--- src/rtl/fft_stage_wr_ctrl.sv ---
// ---------------------------------------------------------------------------
// fft_stage_wr_ctrl
// Write-side controller for one pipeline FFT stage. Butterfly output pairs
// (two complex samples and their RAM addresses) are accepted through a
// valid/ready handshake and serialised into single-port writes of a
// ping-pong inter-stage RAM. Samples are counted per frame; once a bank holds
// N samples it is marked full, the writer moves to the other bank, and the
// full bank is offered to the next stage through frm_valid/frm_ack.
//
// Ports
//   clk                 clock, all logic on the rising edge
//   rst                 synchronous reset, active-high
//   in_valid/in_ready   butterfly pair handshake
//   in_adr1/in_adr2     RAM addresses of sample 1 / sample 2
//   in_re1/in_im1       sample 1 (signed)
//   in_re2/in_im2       sample 2 (signed)
//   wr_en               RAM write strobe
//   wr_bank             RAM bank being written
//   wr_addr             RAM write address
//   wr_re/wr_im         RAM write data
//   frm_valid           frm_bank holds a complete frame
//   frm_bank            bank offered to the next stage
//   frm_ack             next stage finished reading frm_bank
//   done_o              one-cycle pulse when a frame completes
//   ovf_err             sticky: frm_ack seen while frm_valid low
// ---------------------------------------------------------------------------
module fft_stage_wr_ctrl #(
  parameter int bit_width = 29,
  parameter int N         = 16,
  parameter int SIZE      = 4
) (
  input  logic                        clk,
  input  logic                        rst,
  input  logic                        in_valid,
  output logic                        in_ready,
  input  logic        [SIZE-1:0]      in_adr1,
  input  logic        [SIZE-1:0]      in_adr2,
  input  logic signed [bit_width-1:0] in_re1,
  input  logic signed [bit_width-1:0] in_im1,
  input  logic signed [bit_width-1:0] in_re2,
  input  logic signed [bit_width-1:0] in_im2,
  output logic                        wr_en,
  output logic                        wr_bank,
  output logic        [SIZE-1:0]      wr_addr,
  output logic signed [bit_width-1:0] wr_re,
  output logic signed [bit_width-1:0] wr_im,
  output logic                        frm_valid,
  output logic                        frm_bank,
  input  logic                        frm_ack,
  output logic                        done_o,
  output logic                        ovf_err
);

  typedef enum logic [1:0] {IDLE = 2'd0, WR1 = 2'd1, WR2 = 2'd2} state_t;

  localparam logic [SIZE:0] LAST_CNT = (SIZE+1)'(N - 1);
  localparam logic [SIZE:0] ONE_CNT  = (SIZE+1)'(1);

  state_t r_state;
  state_t w_state_next;

  // Pair register: sample 2 waits here while sample 1 is being written.
  logic        [SIZE-1:0]      r_adr2;
  logic signed [bit_width-1:0] r_re2;
  logic signed [bit_width-1:0] r_im2;

  logic                        r_wr_en;
  logic                        r_wr_bank;
  logic        [SIZE-1:0]      r_wr_addr;
  logic signed [bit_width-1:0] r_wr_re;
  logic signed [bit_width-1:0] r_wr_im;

  logic [SIZE:0] r_cnt;
  logic [1:0]    r_bank_full;
  logic [1:0]    w_bank_full_next;
  logic          r_frm_bank;
  logic          r_done;
  logic          r_ovf_err;

  logic w_writing;
  logic w_frame_done;
  logic w_in_ready;
  logic w_accept;
  logic w_frm_valid;
  logic w_release;

  // A write is on the RAM port in WR1 and WR2; it commits at the closing edge.
  assign w_writing    = (r_state == WR1) || (r_state == WR2);
  // The write currently on the port is sample N of the frame.
  assign w_frame_done = w_writing && (r_cnt == LAST_CNT);

  // No new pair while the frame is closing: the follow-on pair belongs to the
  // other bank, which is only selected once the closing write has committed.
  assign w_in_ready = !rst && ((r_state == IDLE) || (r_state == WR2))
                      && !r_bank_full[r_wr_bank] && !w_frame_done;
  assign w_accept   = in_valid && w_in_ready;

  assign w_frm_valid = r_bank_full[r_frm_bank];
  assign w_release   = frm_ack && w_frm_valid;

  always_comb begin
    w_state_next = r_state;
    case (r_state)
      IDLE:    if (w_accept) w_state_next = WR1;
      WR1:     w_state_next = WR2;
      WR2:     w_state_next = w_accept ? WR1 : IDLE;
      default: w_state_next = IDLE;
    endcase
  end

  // Completion on the write bank and release of the offered bank can happen
  // on the same edge; they never hit the same bank because the writer never
  // targets a full bank.
  genvar gi;
  generate
    for (gi = 0; gi < 2; gi++) begin : g_bank
      assign w_bank_full_next[gi] =
          (w_frame_done && (r_wr_bank == 1'(gi)))  ? 1'b1 :
          (w_release    && (r_frm_bank == 1'(gi))) ? 1'b0 :
                                                      r_bank_full[gi];
    end
  endgenerate

  always_ff @(posedge clk) begin
    if (rst) begin
      r_state     <= IDLE;
      r_adr2      <= '0;
      r_re2       <= '0;
      r_im2       <= '0;
      r_wr_en     <= 1'b0;
      r_wr_bank   <= 1'b0;
      r_wr_addr   <= '0;
      r_wr_re     <= '0;
      r_wr_im     <= '0;
      r_cnt       <= '0;
      r_bank_full <= 2'b00;
      r_frm_bank  <= 1'b0;
      r_done      <= 1'b0;
      r_ovf_err   <= 1'b0;
    end else begin
      r_state     <= w_state_next;
      r_wr_en     <= (w_state_next != IDLE);
      r_bank_full <= w_bank_full_next;

      // Sample 1 goes straight to the write port; sample 2 is parked.
      // Outside these two cases the port registers hold their values.
      if (w_accept) begin
        r_adr2    <= in_adr2;
        r_re2     <= in_re2;
        r_im2     <= in_im2;
        r_wr_addr <= in_adr1;
        r_wr_re   <= in_re1;
        r_wr_im   <= in_im1;
      end else if (r_state == WR1) begin
        r_wr_addr <= r_adr2;
        r_wr_re   <= r_re2;
        r_wr_im   <= r_im2;
      end

      if (w_frame_done) begin
        r_cnt     <= '0;
        r_wr_bank <= ~r_wr_bank;
        r_done    <= 1'b1;
      end else begin
        if (w_writing) r_cnt <= r_cnt + ONE_CNT;
        r_done <= 1'b0;
      end

      if (w_release) r_frm_bank <= ~r_frm_bank;
      if (frm_ack && !w_frm_valid) r_ovf_err <= 1'b1;
    end
  end

  assign in_ready  = w_in_ready;
  assign wr_en     = r_wr_en;
  assign wr_bank   = r_wr_bank;
  assign wr_addr   = r_wr_addr;
  assign wr_re     = r_wr_re;
  assign wr_im     = r_wr_im;
  assign frm_valid = w_frm_valid;
  assign frm_bank  = r_frm_bank;
  assign done_o    = r_done;
  assign ovf_err   = r_ovf_err;

endmodule
--- config.mk ---
export PLATFORM = sky130hd
export DESIGN_NAME = fft_stage_wr_ctrl
export DESIGN_NICKNAME = d
export VERILOG_FILES = /design/src/rtl/fft_stage_wr_ctrl.sv
export SDC_FILE = /design/constraint.sdc
export NUM_CORES = 1
export LEC_CHECK = 0
export ABC_AREA = 1
export CORE_MARGIN = 2
export CORE_UTILIZATION = 30
export DETAILED_ROUTE_END_ITERATION = 10
export DONT_BUFFER_PORTS = 1
export PLACE_DENSITY = 0.48
export REMOVE_ABC_BUFFERS = 1
export SLEW_MARGIN = 20
export SYNTH_ARGS = -nofsm -noshare
export SYNTH_HDL_FRONTEND = slang
export SYNTH_SLANG_ARGS = --single-unit
--- constraint.sdc ---
create_clock -name clk -period 3.8 [get_ports clk]
set_clock_uncertainty 0.05 [all_clocks]
set_input_delay 1.14 -clock clk [delete_from_list [all_inputs] [get_ports clk]]
set_output_delay 1.14 -clock clk [all_outputs]
set_load 0.03 [all_outputs]
; ---- Word-level counts from Yosys, hierarchy flattened
; Cells that the tools add are included.
[word_totals]
reg_bits = 138
in_bits = 128
output_inout_bits = 69
wordCells = 64
[classes]
add_sub_neg = 1
muxes = 18
n_reduce_logical = 23
eq_ne = 3
magnitude_cmp = 2
n_bitwise = 2
[ops]
columns = op, n
row1 = 29-bit two-way mux, 4
row2 = 1-bit logical AND, 11
row3 = 1-bit two-way mux, 10
row4 = 4-bit two-way mux, 2
row5 = 2-bit nonzero test, 4
row6 = 2-bit case mux with 3 select lines, 1
row7 = 5-bit by 1-bit adder with 5-bit output (second input constant), 1
row8 = 5-bit by 4-bit equality test with 1-bit output (second input constant), 1
row9 = 1-bit logical NOT, 4
row10 = 1-bit by 2-bit < comparator with 1-bit output (second input constant), 2
row11 = 2-bit by 1-bit equality test with 1-bit output (second input constant), 1
row12 = 2-bit equality test (second input constant), 1
row13 = 2-bit logical NOT, 1
row14 = 1-bit logical OR, 2
row15 = 2-bit two-way mux, 1
row16 = 1-bit inverter, 2
row17 = 2-bit OR reduction, 1

; ---- Depth between registers and ports, before layout
; Gate-level depths: netlist of the first run.
[logic_depth]
word_depth = 9
depth_mapped = 14
depth_no_buf = 12

; ---- Least setup slack after synthesis of the first run
; Ideal clock, no wire load.
[synth_path]
path_kind = in2out
from = input port rst
to = output port in_ready
required_time_ns = 2.610
path_buffers = 1
stages = 4
arrival_time_ns = 2.422
path_slack_ns = 0.188
path_cell_list = clkbuf_1 > inv_2 > nand2_4 > nor4_1
[synth_between]
elab_chain_cells = 4
[synth_rtl]
columns = item, line
row1 = "start, declared", 33  ; input logic rst,
row2 = 1-bit logical NOT, 94  ; assign w_in_ready = !rst && ((r_state == IDLE) || (r_state == WR2))
row3 = 1-bit logical AND, 94
row4 = 1-bit logical AND (2 in a row), 95  ; && !r_bank_full[r_wr_bank] && !w_frame_done;
row5 = "end, declared", 35  ; output logic in_ready,
; Every way passes these cells.

; ---- Worst setup path after layout of the first run
[layout_path]
from = register r_state[0]
to = output port in_ready
[layout_between]
elab_chain_cells = 5
word_cells_on_any_way = 10
[layout_rtl]
columns = item, line
row1 = "start, declared", 59  ; state_t r_state;
row2 = "start signal, assigned", 141  ; r_state <= w_state_next;
row3 = 2-bit by 1-bit equality test with 1-bit output or 2-bit equality test (tied branches), 88  ; assign w_writing = (r_state == WR1) || (r_state == WR2);
row4 = 1-bit logical OR (*), 88
row5 = net w_writing, 80  ; logic w_writing;
row6 = 1-bit logical AND (*), 90  ; assign w_frame_done = w_writing && (r_cnt == LAST_CNT);
row7 = 1-bit logical NOT (*), 95
row8 = 1-bit logical AND (*), 95
; The timed path passes the listed nets; every way through them passes the cells marked *.

==> results of run 1 <==
## worst paths after layout
kind	from	end	cells after the start
hold reg to reg	r_im2[24]$_SDFFE_PP0P_	r_im2[24]$_SDFFE_PP0P_	2
setup reg to reg	r_state[0]$_SDFF_PP0_	wr_im[26]$_SDFFE_PP0P_	11
setup / recovery	r_state[0]$_SDFF_PP0_	in_ready	6
hold / removal	r_im2[24]$_SDFFE_PP0P_	r_im2[24]$_SDFFE_PP0P_	2
## power by group
group	switching (mW)	internal (mW)	leakage, nW
clock network	0.653	1.07	0.289
logic	0.230	0.0995	1.55
registers	0.125	1.52	1.13
## per-layer routing
metal / GRT usage [%] / part of all wire [%] / up-vias
met5: 0 / 0 / -
met4: 4.369 / 0.74 / 0
met2: 26.51 / 46 / 139
met3: 5.438 / 6.9 / 9
met1: 22.08 / 47 / 2489
li1: - / - / 2705
## critical path, cell delays in order, from the launching register on
cell,delay [ns]
dfxtp_1,0.38
inv_1,0.10
ha_1,0.40
nand2_2,0.15
nand2_4,0.11
nor4_1,0.24
clkbuf_4,0.24
## layout make-up
cell class,instances,area share (%)
timing repair buffer,8,1.259
tap,270,5.001
inverter,76,4.223
clock inverter,11,2.149
clock buffer,21,6.816
sequential,138,40.90
multi-input combinational,552,39.66
## registers in the layout, indices dropped and copies added, names as in the netlist, 2 cells and up
name and flops:
r_state 2, r_re2 29, r_cnt 5, r_adr2 4
wr_im 29, wr_re 29, wr_addr 4, r_im2 29
r_bank_full 2
## layout by cell type (no fill, tap or decap), types with 4 or more instances in the layout
cell,synthesis,final
nand2_1,201,201
clkbuf_16,0,17
nor2_1,12,12
inv_1,72,72
nand3_1,188,188
nand4_1,62,62
inv_2,4,4
buf_4,7,5
a21oi_1,71,71
dfxtp_1,138,138
ha_1,6,5
## cells by family (layout without fill, tap and decap cells)
group | count (synthesis) | after routing | share of synthesized area [%]
and+or+nand+nor | 472 | 472 | 36.38
AOI/OAI and AO/OA | 73 | 73 | 6.125
DFF | 138 | 138 | 45.39
xor gates and xnor gates | 1 | 1 | 0.1439
buffers and inverters | 149 | 116 | 10.73
adders and majority gates | 6 | 6 | 1.233
==> metrics.yaml, run 1 <==
post-route-period-util_pct: 84.59
holdBufCountCts: 0
setup_viol: 0
setup_ws_ns: 0.5855
cts_setup_buffers: 0
clkTransAtPathRegs_ns: 0.06
ioPinCount: 197
cts_buffers: 17
via_per_inst: 4.965
worst_slew_margin_rel_pct: 45.13
first_global_vias: 5110
path_class: "flip-flop to primary output"
antennaDiodeCount: 0
gp_congestion: 0.7885
ff2ff_setup_slack_ns: 1.29
synth_edf_count: 0
worstPathMaxFanout: 7
fin_nets: 927
nFillCells: 2149
synthTopCellsByCount: "201 x nand2_1, 188 x nand3_1, 138 x dfxtp_1, 72 x inv_1, 71 x a21oi_1"
irDropWorstVdd_mv: 0.2698
cts_resized: 0
cts_buffer_depth: 2
drt_iter0_markers: 268
die_y_um: 146.4
maxCapViolCount: 0
port_buffers: 0
placed_cell_area_um2: 6150
drt_wl_total_um: 18220
ys_seq_elements: 138
yosys-top-cells-area: "dfxtp_1 45%, nand3_1 15%, nand2_1 12%, nand4_1 6.4%, a21oi_1 5.8%"
syn_area_per_cell_um2: 7.255
hold_class: "flip-flop to flip-flop"
regArea_um2: 2763
vias: 5342
yosys_warnings: 0
synthFlopType: "dfxtp_1"
hpwl_um: 10260
power.total_mw: 3.697
insertion_delay_ns: 0.41
power_density_nw_per_um2: 547.3
overflow: 0
drc: 0
hold_viol: 0
dieWidth_um: 146.4
cts_tree: "yes"
drt_pass1_iterations: 4
dp.cells: 1044
utilization_pct: 33.60
core_um2: 20100
fmax_mhz: 311.1
rsz0062_at_grt: "no"
multi_input_area_um2: 2679
routedWlPerCell_um: 16.93
pre_cts_ws_ns: 0.8110
finalNonFillerCells: 1076
die-area_um2: 21450
h-tree-depth: 4
synthMostInstantiatedCell: "nand2_1"
num_rows: 52
worstMarginPinSlew_ns: 0.8231
fin_area_um2: 6755
antenna_found_initial: 0
synthArstFlopShare_pct: 0
leakagePower_nw: 2.968
ant_nets: 0
drive_gt1_share_pct: 6.203
grt_max_degree: 189
yosys.area.top_type: "dfxtp_1"
hold_ws_ns: 0.4096
synthCells: 839
syn_to_final_growth_pct: 10.98
arrival_ns: 2.02
yosysUniqueCellTypes: 26
track_usage_pct: 16.74
setup.worst_path.end_class: "primary output"
period_needed_ns: 3.214
cts_root_buffer: "clkbuf_16"
floorplan.initialDensity_pct: 30.28
worstPathRequired_ns: 2.61
cts.sinks: 138
maxSlewViolCount: 0
synth_area_um2: 6087
grt_pass1_wl_um: 28550
synth_top_area_share_pct: 45.39
outcome: "completed"
startpoint_type: "flip-flop"
fin_tns_setup_ns: 0
ys_seq_area_share_pct: 45.39
(Power assumes the default switching activity.)
==> inputs of run 2 (changes only) <==
PLACE_DENSITY = 0.49   (was 0.48)
clock period = 2.9 ns   (was 3.8 ns; I/O delays follow)
==> run 2 against run 1 <==
Effect of this change:
- sequential power increased by 31%
- sequential cell count unchanged
- die area unchanged
- combinational power increased by 35%
- wire length increased by 0.78%
- clock power increased by 41%
- core utilization increased by 0.56 points
- final cell count increased by 0.37%
- design area increased by 1.7%
- setup slack got worse by 0.46 ns
- hold slack about the same
- via count about the same
- largest cell class unchanged
==> metrics.yaml, run 2 (synthesis gave the netlist of run 1 again) <==
outcome: "completed"
rsz0062_at_grt: "no"
dp.cells: 1047  # +0.29%
setup_viol: 0  # unchanged
cts_buffer_depth: 2  # unchanged
overflow: 0  # unchanged
num_rows: 52  # unchanged
routedWlPerCell_um: 17.00  # +0.41%
insertion_delay_ns: 0.41  # about the same
die-area_um2: 21450  # unchanged
hold_viol: 0  # unchanged
final_cell_mix: "201 x nand2_1, 188 x nand3_1, 137 x dfxtp_1"
antennaDiodeCount: 0  # unchanged
pre_cts_ws_ns: 0.4568  # -0.3543 ns
drc: 0  # unchanged
p_int_mw: 3.709  # +38%
vias: 5341  # -0.019%
hpwl_um: 10600  # +3.3%
min_delay_path_depth: 2  # unchanged
combinationalPowerShare_pct: 8.9  # about the same
r2r_cells: 13  # +2
ant_nets: 0  # unchanged
nFillCells: 2164  # +0.70%
worstPathRequired_ns: 1.98  # -0.63 ns
maxCapViolCount: 0  # unchanged
worstMarginPinSlew_ns: 0.8494  # +0.02637 ns
setup.worst_path.end_class: "primary output"
fmax_mhz: 361.0
hold_path_end: "r_re2[1]$_SDFFE_PP0P_"
cts.sinks: 138  # unchanged
reg2reg_to: "wr_re[17]$_SDFFE_PP0P_"
worstPathMaxFanout: 7  # unchanged
drive_gt1_share_pct: 7.037  # +0.83 points
regArea_um2: 2764  # about the same
first_global_vias: 5251  # +2.8%
irDropWorstVdd_mv: 0.3494  # +30%
min_from: "r_re2[1]$_SDFFE_PP0P_"
clkTransAtPathRegs_ns: 0.06  # about the same
arrival_ns: 1.85  # -0.17 ns
cts_tree: "yes"
fin_nets: 931  # +0.43%
multi_input_area_um2: 2688  # +0.33%
core_um2: 20100  # unchanged
worst_slew_margin_rel_pct: 43.37  # -1.8 points
cts_buffers: 17  # unchanged
gp_congestion: 0.7546  # -4.3%
power.total_mw: 5.026  # +36%
final_common_cell: "nand2_1"
track_usage_pct: 17.14  # +0.40 points
port_buffers: 0  # unchanged
dieWidth_um: 146.4  # unchanged
power_density_nw_per_um2: 731.9  # +34%
post-route-period-util_pct: 95.51
leakagePower_nw: 3.022  # +1.8%
cts_root_buffer: "clkbuf_16"
ff2ff_setup_slack_ns: 0.67  # -0.62 ns
holdBufCountCts: 0  # unchanged
path_class: "flip-flop to primary output"
h-tree-depth: 4  # unchanged
die_y_um: 146.4  # unchanged
syn_to_final_growth_pct: 12.83
p_sw_share_pct: 26.21  # -1.0 points
p_sw_mw: 1.317  # +31%
grt_max_degree: 114  # -40%
grt_pass1_wl_um: 29210  # +2.3%
power.share.clock_pct: 48.2  # +1.7 points
startpoint_type: "flip-flop"
floorplan.initialDensity_pct: 30.28  # unchanged
ioPinCount: 197  # unchanged
hold_class: "flip-flop to flip-flop"
maxSlewViolCount: 0  # unchanged
seq_power_share_pct: 43.0  # -1.6 points
period_needed_ns: 2.770
antenna_found_initial: 0  # unchanged
drt_iter0_markers: 285  # +6.3%
via_per_inst: 4.945  # -0.39%
finalNonFillerCells: 1080  # +0.37%
drt_pass1_iterations: 6  # +2
r2r-start: "r_cnt[1]$_SDFFE_PP0P_"
setup_ws_ns: 0.1301  # -0.4555 ns
drt_wl_total_um: 18360  # +0.78%
==> run 2: worst max-delay path, cell delays in order (launching register included) <==
cell     delay (ns)
dfxtp_1        0.33
ha_1           0.23
inv_1          0.06
nor2_1         0.04
ha_1           0.18
nand2_2        0.09
nand2_4        0.10
nor4_2         0.21
buf_4          0.20
==> run 2: cell type report <==
type	count	share of cell area, %
well taps	270	4.919
repair buffers	12	2.040
inverters	76	4.154
clock buffers	21	6.704
clock inverters	11	2.806
multi-input cells	552	39.13
flip-flops and latches	138	40.24
==> run 2: how the worst max path moves through the flow <==
stage | start | to | slack, ns
after floorplan | r_state[0]$_SDFF_PP0_ | r_adr2[0]$_SDFFE_PP0P_ | -1.73
after global placement | r_state[0]$_SDFF_PP0_ | in_ready | 0.45
after detailed placement | r_state[0]$_SDFF_PP0_ | in_ready | 0.46
after global routing | r_cnt[0]$_SDFFE_PP0P_ | in_ready | 0.02
after CTS | r_state[0]$_SDFF_PP0_ | in_ready | 0.06
final | r_cnt[0]$_SDFFE_PP0P_ | in_ready | 0.13
==> run 2: per-layer routing <==
| metal | vias to the layer above | routed length (um) | global-route usage [%] |
|---|---|---|---|
| met2 | 133 | 8433 | 27.36 |
| li1 | 2712 | - | - |
| met3 | 12 | 1214 | 5.875 |
| met4 | 0 | 193 | 4.515 |
| met5 | - | 0 | 0 |
| met1 | 2484 | 8520 | 22.22 |
==> run 2: repair_timing <==
| action | CTS | global route |
|---|---|---|
| resized for setup | 1 | 1 |
| pin swaps | 0 | 2 |
| gates cloned | 0 | 0 |
| setup buffers | 0 | 1 |
| endpoints found under the setup margin | 1 | 1 |
==> run 2: power by group through the flow <==
| stage | Clock (mW) | Sequential (mW) | Combinational, mW |
|---|---|---|---|
| 3_5_place_dp | 0 | 2.20 | 0.449 |
| 5_1_grt | 2.57 | 2.17 | 0.512 |
| 2_1_floorplan | 0 | 2.18 | 0.308 |
| 6_report | 2.42 | 2.16 | 0.445 |
| 3_3_place_gp | 0 | 2.20 | 0.447 |
| 4_1_cts | 2.50 | 2.16 | 0.451 |
==> run 2: stage by stage <==
| step | TNS, ns | hold WS [ns] | cell area, um^2 | utilization (%) |
|---|---|---|---|---|
| finish | 0 | 0.4093 | 6868 | 34.16 |
| global route | 0 | 0.4230 | 6868 | 34.16 |
| CTS | 0 | 0.4104 | 6859 | 34.12 |
| detailed placement | 0 | 0.4011 | 6203 | 30.86 |
| global placement | 0 | 0.3979 | 6203 | 30.86 |
| floorplan | -171.81 | 0.3899 | 5719 | - |
